File: src/rtl/stream_sched_pkg.sv
// Shared types and helpers for the stream rate scheduler.
package stream_sched_pkg;

    typedef enum logic [1:0] {
        IDLE    = 2'd0,
        SELECT  = 2'd1,
        MEASURE = 2'd2,
        REPORT  = 2'd3
    } state_t;

    localparam int SAT_W = 64;

    // Full-precision product clamped to the largest value that fits in outW bits.
    function automatic logic [SAT_W-1:0] sat_mul(
        input logic [SAT_W-1:0] a,
        input logic [SAT_W-1:0] b,
        input int               outW
    );
        logic [2*SAT_W-1:0] prod;
        logic [2*SAT_W-1:0] limit;
        prod  = {{SAT_W{1'b0}}, a} * {{SAT_W{1'b0}}, b};
        limit = (128'(1) << outW) - 128'(1);
        return (prod > limit) ? limit[SAT_W-1:0] : prod[SAT_W-1:0];
    endfunction

endpackage

File: src/rtl/rr_next_ch.sv
// Round-robin picker: lowest set mask bit strictly after last_ch, wrapping around.
module rr_next_ch #(
    parameter int NUM_CH = 4,
    parameter int CH_W   = $clog2(NUM_CH)
) (
    input  logic [NUM_CH-1:0] mask,
    input  logic [CH_W-1:0]   last_ch,
    output logic [CH_W-1:0]   next_ch,
    output logic              any
);

    logic [CH_W-1:0] w_hiCh;
    logic [CH_W-1:0] w_loCh;
    logic            w_hiFound;

    // Scanning downward lets the lowest qualifying index win in each half.
    always_comb begin
        w_hiCh    = '0;
        w_loCh    = '0;
        w_hiFound = 1'b0;
        for (int i = NUM_CH - 1; i >= 0; i--) begin
            if (mask[i]) begin
                if (CH_W'(i) > last_ch) begin
                    w_hiCh    = CH_W'(i);
                    w_hiFound = 1'b1;
                end else begin
                    w_loCh = CH_W'(i);
                end
            end
        end
    end

    assign next_ch = w_hiFound ? w_hiCh : w_loCh;
    assign any     = |mask;

endmodule

File: src/rtl/stream_rate_scheduler.sv
// Shares one beat-counting window across NUM_CH observed streams, round-robin,
// and reports per-window beat/bit counts through a one-deep result register.
module stream_rate_scheduler #(
    parameter int NUM_CH        = 4,
    parameter int DATA_WIDTH    = 256,
    parameter int COUNTER_WIDTH = 32,
    parameter int CH_W          = $clog2(NUM_CH)
) (
    input  logic                     clk,
    input  logic                     reset_n,
    input  logic [NUM_CH-1:0]        s_valid,
    input  logic [NUM_CH-1:0]        s_ready,
    input  logic                     enable,
    input  logic [NUM_CH-1:0]        ch_mask,
    input  logic [COUNTER_WIDTH-1:0] window_clks,
    output logic                     busy,
    output logic                     result_valid,
    input  logic                     result_ready,
    output logic [CH_W-1:0]          result_ch,
    output logic [COUNTER_WIDTH-1:0] result_beats,
    output logic [COUNTER_WIDTH-1:0] result_bits,
    output logic                     overrun,
    input  logic                     overrun_clear
);
    import stream_sched_pkg::*;

    state_t                   r_state;
    logic                     r_busy;
    logic [CH_W-1:0]          r_lastCh;
    logic [CH_W-1:0]          r_ch;
    logic [COUNTER_WIDTH-1:0] r_lastIdx;
    logic [COUNTER_WIDTH-1:0] r_timer;
    logic [COUNTER_WIDTH-1:0] r_beats;
    logic                     r_resultValid;
    logic [CH_W-1:0]          r_resultCh;
    logic [COUNTER_WIDTH-1:0] r_resultBeats;
    logic [COUNTER_WIDTH-1:0] r_resultBits;
    logic                     r_overrun;

    logic [CH_W-1:0]          w_nextCh;
    logic                     w_any;
    logic                     w_hs;
    logic [COUNTER_WIDTH-1:0] w_lastIdx;

    rr_next_ch #(
        .NUM_CH (NUM_CH),
        .CH_W   (CH_W)
    ) u_rr (
        .mask    (ch_mask),
        .last_ch (r_lastCh),
        .next_ch (w_nextCh),
        .any     (w_any)
    );

    assign w_hs      = s_valid[r_ch] & s_ready[r_ch];
    // A zero length behaves as a one-clock window, so the last timer index is 0.
    assign w_lastIdx = (window_clks == '0) ? '0 : window_clks - 1'b1;

    always_ff @(posedge clk or negedge reset_n) begin
        if (!reset_n) begin
            r_state       <= IDLE;
            r_busy        <= 1'b0;
            r_lastCh      <= CH_W'(NUM_CH - 1);
            r_ch          <= '0;
            r_lastIdx     <= '0;
            r_timer       <= '0;
            r_beats       <= '0;
            r_resultValid <= 1'b0;
            r_resultCh    <= '0;
            r_resultBeats <= '0;
            r_resultBits  <= '0;
            r_overrun     <= 1'b0;
        end else begin
            if (r_resultValid && result_ready) begin
                r_resultValid <= 1'b0;
            end
            if (overrun_clear) begin
                r_overrun <= 1'b0;
            end

            case (r_state)
                IDLE: begin
                    if (enable && w_any) begin
                        r_state <= SELECT;
                        r_busy  <= 1'b1;
                    end
                end
                SELECT: begin
                    // With the mask emptied since IDLE there is nothing to measure.
                    if (w_any) begin
                        r_ch      <= w_nextCh;
                        r_lastIdx <= w_lastIdx;
                        r_timer   <= '0;
                        r_beats   <= '0;
                        r_state   <= MEASURE;
                    end else begin
                        r_state <= IDLE;
                        r_busy  <= 1'b0;
                    end
                end
                MEASURE: begin
                    if (!enable) begin
                        r_state <= IDLE;
                        r_busy  <= 1'b0;
                    end else begin
                        if (w_hs && (r_beats != '1)) begin
                            r_beats <= r_beats + 1'b1;
                        end
                        r_timer <= r_timer + 1'b1;
                        if (r_timer == r_lastIdx) begin
                            r_state <= REPORT;
                        end
                    end
                end
                REPORT: begin
                    r_resultValid <= 1'b1;
                    r_resultCh    <= r_ch;
                    r_resultBeats <= r_beats;
                    r_resultBits  <= COUNTER_WIDTH'(sat_mul(64'(r_beats), 64'(DATA_WIDTH), COUNTER_WIDTH));
                    r_lastCh      <= r_ch;
                    if (r_resultValid && !result_ready) begin
                        r_overrun <= 1'b1;
                    end
                    if (enable && w_any) begin
                        r_state <= SELECT;
                    end else begin
                        r_state <= IDLE;
                        r_busy  <= 1'b0;
                    end
                end
                default: begin
                    r_state <= IDLE;
                    r_busy  <= 1'b0;
                end
            endcase
        end
    end

    assign busy         = r_busy;
    assign result_valid = r_resultValid;
    assign result_ch    = r_resultCh;
    assign result_beats = r_resultBeats;
    assign result_bits  = r_resultBits;
    assign overrun      = r_overrun;

endmodule

File: config.mk
export PLATFORM = sky130hd
export DESIGN_NAME = stream_rate_scheduler
export DESIGN_NICKNAME = d
export VERILOG_FILES = /design/src/rtl/stream_sched_pkg.sv /design/src/rtl/rr_next_ch.sv /design/src/rtl/stream_rate_scheduler.sv
export SDC_FILE = /design/constraint.sdc
export NUM_CORES = 1
export LEC_CHECK = 0
export CAP_MARGIN = 0
export CELL_PAD_IN_SITES_DETAIL_PLACEMENT = 0
export CELL_PAD_IN_SITES_GLOBAL_PLACEMENT = 1
export CORE_MARGIN = 2
export CORE_UTILIZATION = 30
export CTS_BUF_LIST = sky130_fd_sc_hd__clkbuf_4 sky130_fd_sc_hd__clkbuf_8
export DETAILED_ROUTE_END_ITERATION = 8
export PLACE_DENSITY = 0.7
export SLEW_MARGIN = 5
export SYNTH_ARGS = -nofsm -noshare
export SYNTH_HDL_FRONTEND = slang
export SYNTH_SLANG_ARGS = --single-unit
File: constraint.sdc
create_clock -name clk -period 2.3 [get_ports clk]
set_clock_uncertainty 0.15 [all_clocks]
set_input_delay 0.575 -clock clk [delete_from_list [all_inputs] [get_ports clk]]
set_output_delay 0.575 -clock clk [all_outputs]
set_load 0.03 [all_outputs]
==> flow_summary.json <==
{
  "antenna_found_initial": 0,
  "layout_min_cycle_time_ps": 2290,
  "yosysSeqAreaShare": 0.479,
  "dpl.cell_count": 1475,
  "clockBufferDepth": 2,
  "multi_input_area_um2": 4470,
  "cp_data_arrival_time_ps": 2530,
  "register_area_um2": 4110,
  "dieArea_um2": 29900,
  "startpoint_type": "flip-flop",
  "start_util": 0.307,
  "synth_seq_cells": 164,
  "critPathMaxFanout": 16,
  "rsz0062_at_grt": "true",
  "grt_first_pass_wirelength_um": 40400,
  "slowest_stage": "or4_4",
  "endpoint_kind": "flip-flop",
  "gr-usage-all-layers": 0.166,
  "yosys_warnings": 0,
  "dp_hpwl_um": 18000,
  "viasPerCell": 5.06,
  "num_io_pins": 118,
  "clock_latency_ps": 470,
  "drc_errors": 0,
  "r2r-start": "r_ch[0]",
  "synth-edff-count": 0,
  "cts_buffers": 17,
  "fp.dieH_um": 173,
  "p_clk_frac": 0.243,
  "outcome": "complete, no violations",
  "total_power_uw": 8820,
  "place.gp.congestion": 0.795,
  "finalNonFillerCells": 1528,
  "cts_tree": "done",
  "path_class": "reg2reg",
  "syn_inst": 898,
  "yosys_most_used_dff": "dfrtp_1",
  "fin_crit_sh": 0.994,
  "ir_worst_vdd_uv": 447,
  "drt-initial-drc-count": 537,
  "cpPeakStageDelay_ps": 510,
  "clk_pin_slew_worst_paths_ps": 90,
  "tns_ps": 0,
  "synth.top_cell.area_share": 0.473,
  "tightest_slew_ps": 534,
  "htree_levels": 4,
  "layout-drive-gt1-share": 0.247,
  "synth_cell_types": 65,
  "max_cap_viol_count": 0,
  "maxSlewViolCount": 0,
  "switching_share": 0.368,
  "synth_area_leaders": "dfrtp_1 (47%), nand2_1 (5.0%), xor2_1 (4.6%)",
  "startpoint": "r_ch[0]",
  "post-synth-top-area-cell": "dfrtp_1",
  "endpoint": "r_beats[18]",
  "fillers": 2745,
  "hold_path_class": "reg2reg",
  "core-area_um2": 27900,
  "syn-num-nets": 950,
  "seqPwrFrac": 0.421,
  "regToRegEndpoint": "r_beats[18]",
  "timing.reg2reg.setup_slack_ps": 10,
  "power_frac_comb": 0.335,
  "synth.cell_area_um2": 8570,
  "antenna_cells": 0,
  "setup_viol": 0,
  "async_flop_share": 1.00,
  "crit_required_ps": 2550,
  "area_delta_synth_final_pct": 42.3,
  "internal-power_uw": 5580,
  "fmax_ghz": 0.437,
  "p_leak_uw": 0.00632,
  "rows": 61,
  "root_buffer": "clkbuf_8",
  "syn_area_per_cell_um2": 9.54,
  "die_w_um": 173,
  "slew_headroom": 0.644,
  "grt_pass1_vias": 7625,
  "routedWlPerCell_um": 16.2,
  "grt_max_degree": 52,
  "nNetsFinal": 1189,
  "clkSinkCount": 164,
  "ant_nets": 0,
  "hold_violations": 0,
  "wirelength_um": 24800,
  "p_per_area_nw_per_um2": 723,
  "worstPathCellList": "nand3b_1 -> a21oi_4 -> o211ai_1 -> clkbuf_16 -> or4_4 -> a21oi_2",
  "grt_overflow": 0,
  "numPortBuffers": 117,
  "r2r_cells": 6,
  "dr.pass1.iters": 4,
  "vias": 7725,
  "p_sw_uw": 3240
}
## cell families after synthesis
kind of cell,synth area share
compound gates,0.151
xor+xnor,0.0736
fa+ha+maj,0.00438
buf+inv,0.0374
flops,0.479
mux,0.00701
simple gates,0.247
## synthesized netlist by cell type, drive strengths merged (9+ instances only)
| cell type | instances |
|---|---|
| a21oi | 40 |
| nor2 | 47 |
| a211o | 24 |
| and3 | 34 |
| dfrtp | 162 |
| nor4 | 26 |
| or4 | 27 |
| clkbuf | 37 |
| inv | 9 |
| o31ai | 20 |
| o21ai | 49 |
| nor3 | 22 |
| xnor2 | 27 |
| nand2 | 113 |
| nand3 | 29 |
| and4 | 9 |
| nand4 | 28 |
| buf | 21 |
| xor2 | 45 |
| or3 | 19 |
| a21o | 26 |
## layer usage
metal	up-vias	wire length, um	share of wire	global-route usage
met1	3784	11800	0.47	0.231
met3	28	911	0.037	0.0218
met5	-	0	0	0
li1	3750	-	-	-
met2	163	11600	0.47	0.266
met4	0	495	0.020	0.0583
## what timing repair did
action                                  CTS  global route
setup buffers                             3            14
hold endpoints to repair                 44             0
pin swaps                                12            38
endpoints found under the setup margin   60           101
gates cloned                              0             4
hold buffers                              1             0
resized for setup                        37            98
## power by group through the flow
stage / logic, uW / registers [uW] / clock network (uW)
finish: 2960 / 3720 / 2140
global route: 3270 / 3780 / 2340
CTS: 2790 / 3710 / 2210
detailed placement: 2690 / 3770 / 0
global placement: 2660 / 3760 / 0
floorplan: 1420 / 3790 / 0
## registers in the layout, summed over array words and instances (netlist names)
register / cells
r_beats: 32
r_lastIdx: 32
r_timer: 32
result_beats: 32
result_bits: 25
r_ch: 2
r_lastCh: 2
r_state: 2
result_ch: 2
busy: 1
overrun: 1
result_valid: 1
## through the flow
step | setup slack, ps | instance area, um^2 | hold WS [ps] | utilization
finish | 13.3 | 12200 | 327 | 0.436
global route | -55.7 | 12200 | 353 | 0.436
CTS | 0.306 | 11700 | 335 | 0.418
detailed placement | -752 | 11200 | 312 | 0.401
global placement | -716 | 11200 | 308 | 0.401
floorplan | -275 | 8710 | 129 | -
## cell type report
| cell class | count | area share |
|---|---|---|
| multi-input cells | 666 | 0.367 |
| flip-flops and latches | 164 | 0.337 |
| repair buffers | 277 | 0.219 |
| well taps | 378 | 0.0388 |
| clock buffers | 19 | 0.0209 |
| clock inverters | 13 | 0.0116 |
| inverters | 10 | 0.00493 |
| repair inverters | 1 | 0.000411 |
## worst max-delay path: cells and delay by family, from the launching register on
family                 cells  cell delay (ps)
and+or+nand+nor            2              830
AOI/OAI and AO/OA          3              560
DFF                        1              490
buffers and inverters      1              200
## cells in the final DEF (no fill, tap or decap), drive strengths merged, types with 28 or more instances in the layout
cell	instances
clkdlybuf4s50	56
dfrtp	162
and3	34
o21ai	49
nand2	113
buf	156
a21oi	40
xor2	45
nand4	28
dlymetal6s2s	38
nor2	47
nand3	29
## worst min path at each step
stage	endpoint	slack, ps	start	depth (start not counted)
finish	result_beats[0]	330	result_beats[0]	1
global route	result_beats[22]	350	result_beats[22]	1
CTS	result_ch[0]	330	result_ch[0]	2
detailed placement	result_beats[26]	310	result_beats[26]	2
global placement	result_beats[22]	310	result_beats[22]	1
floorplan	busy	130	reset_n	0
Power figures use the tool's default switching activity.
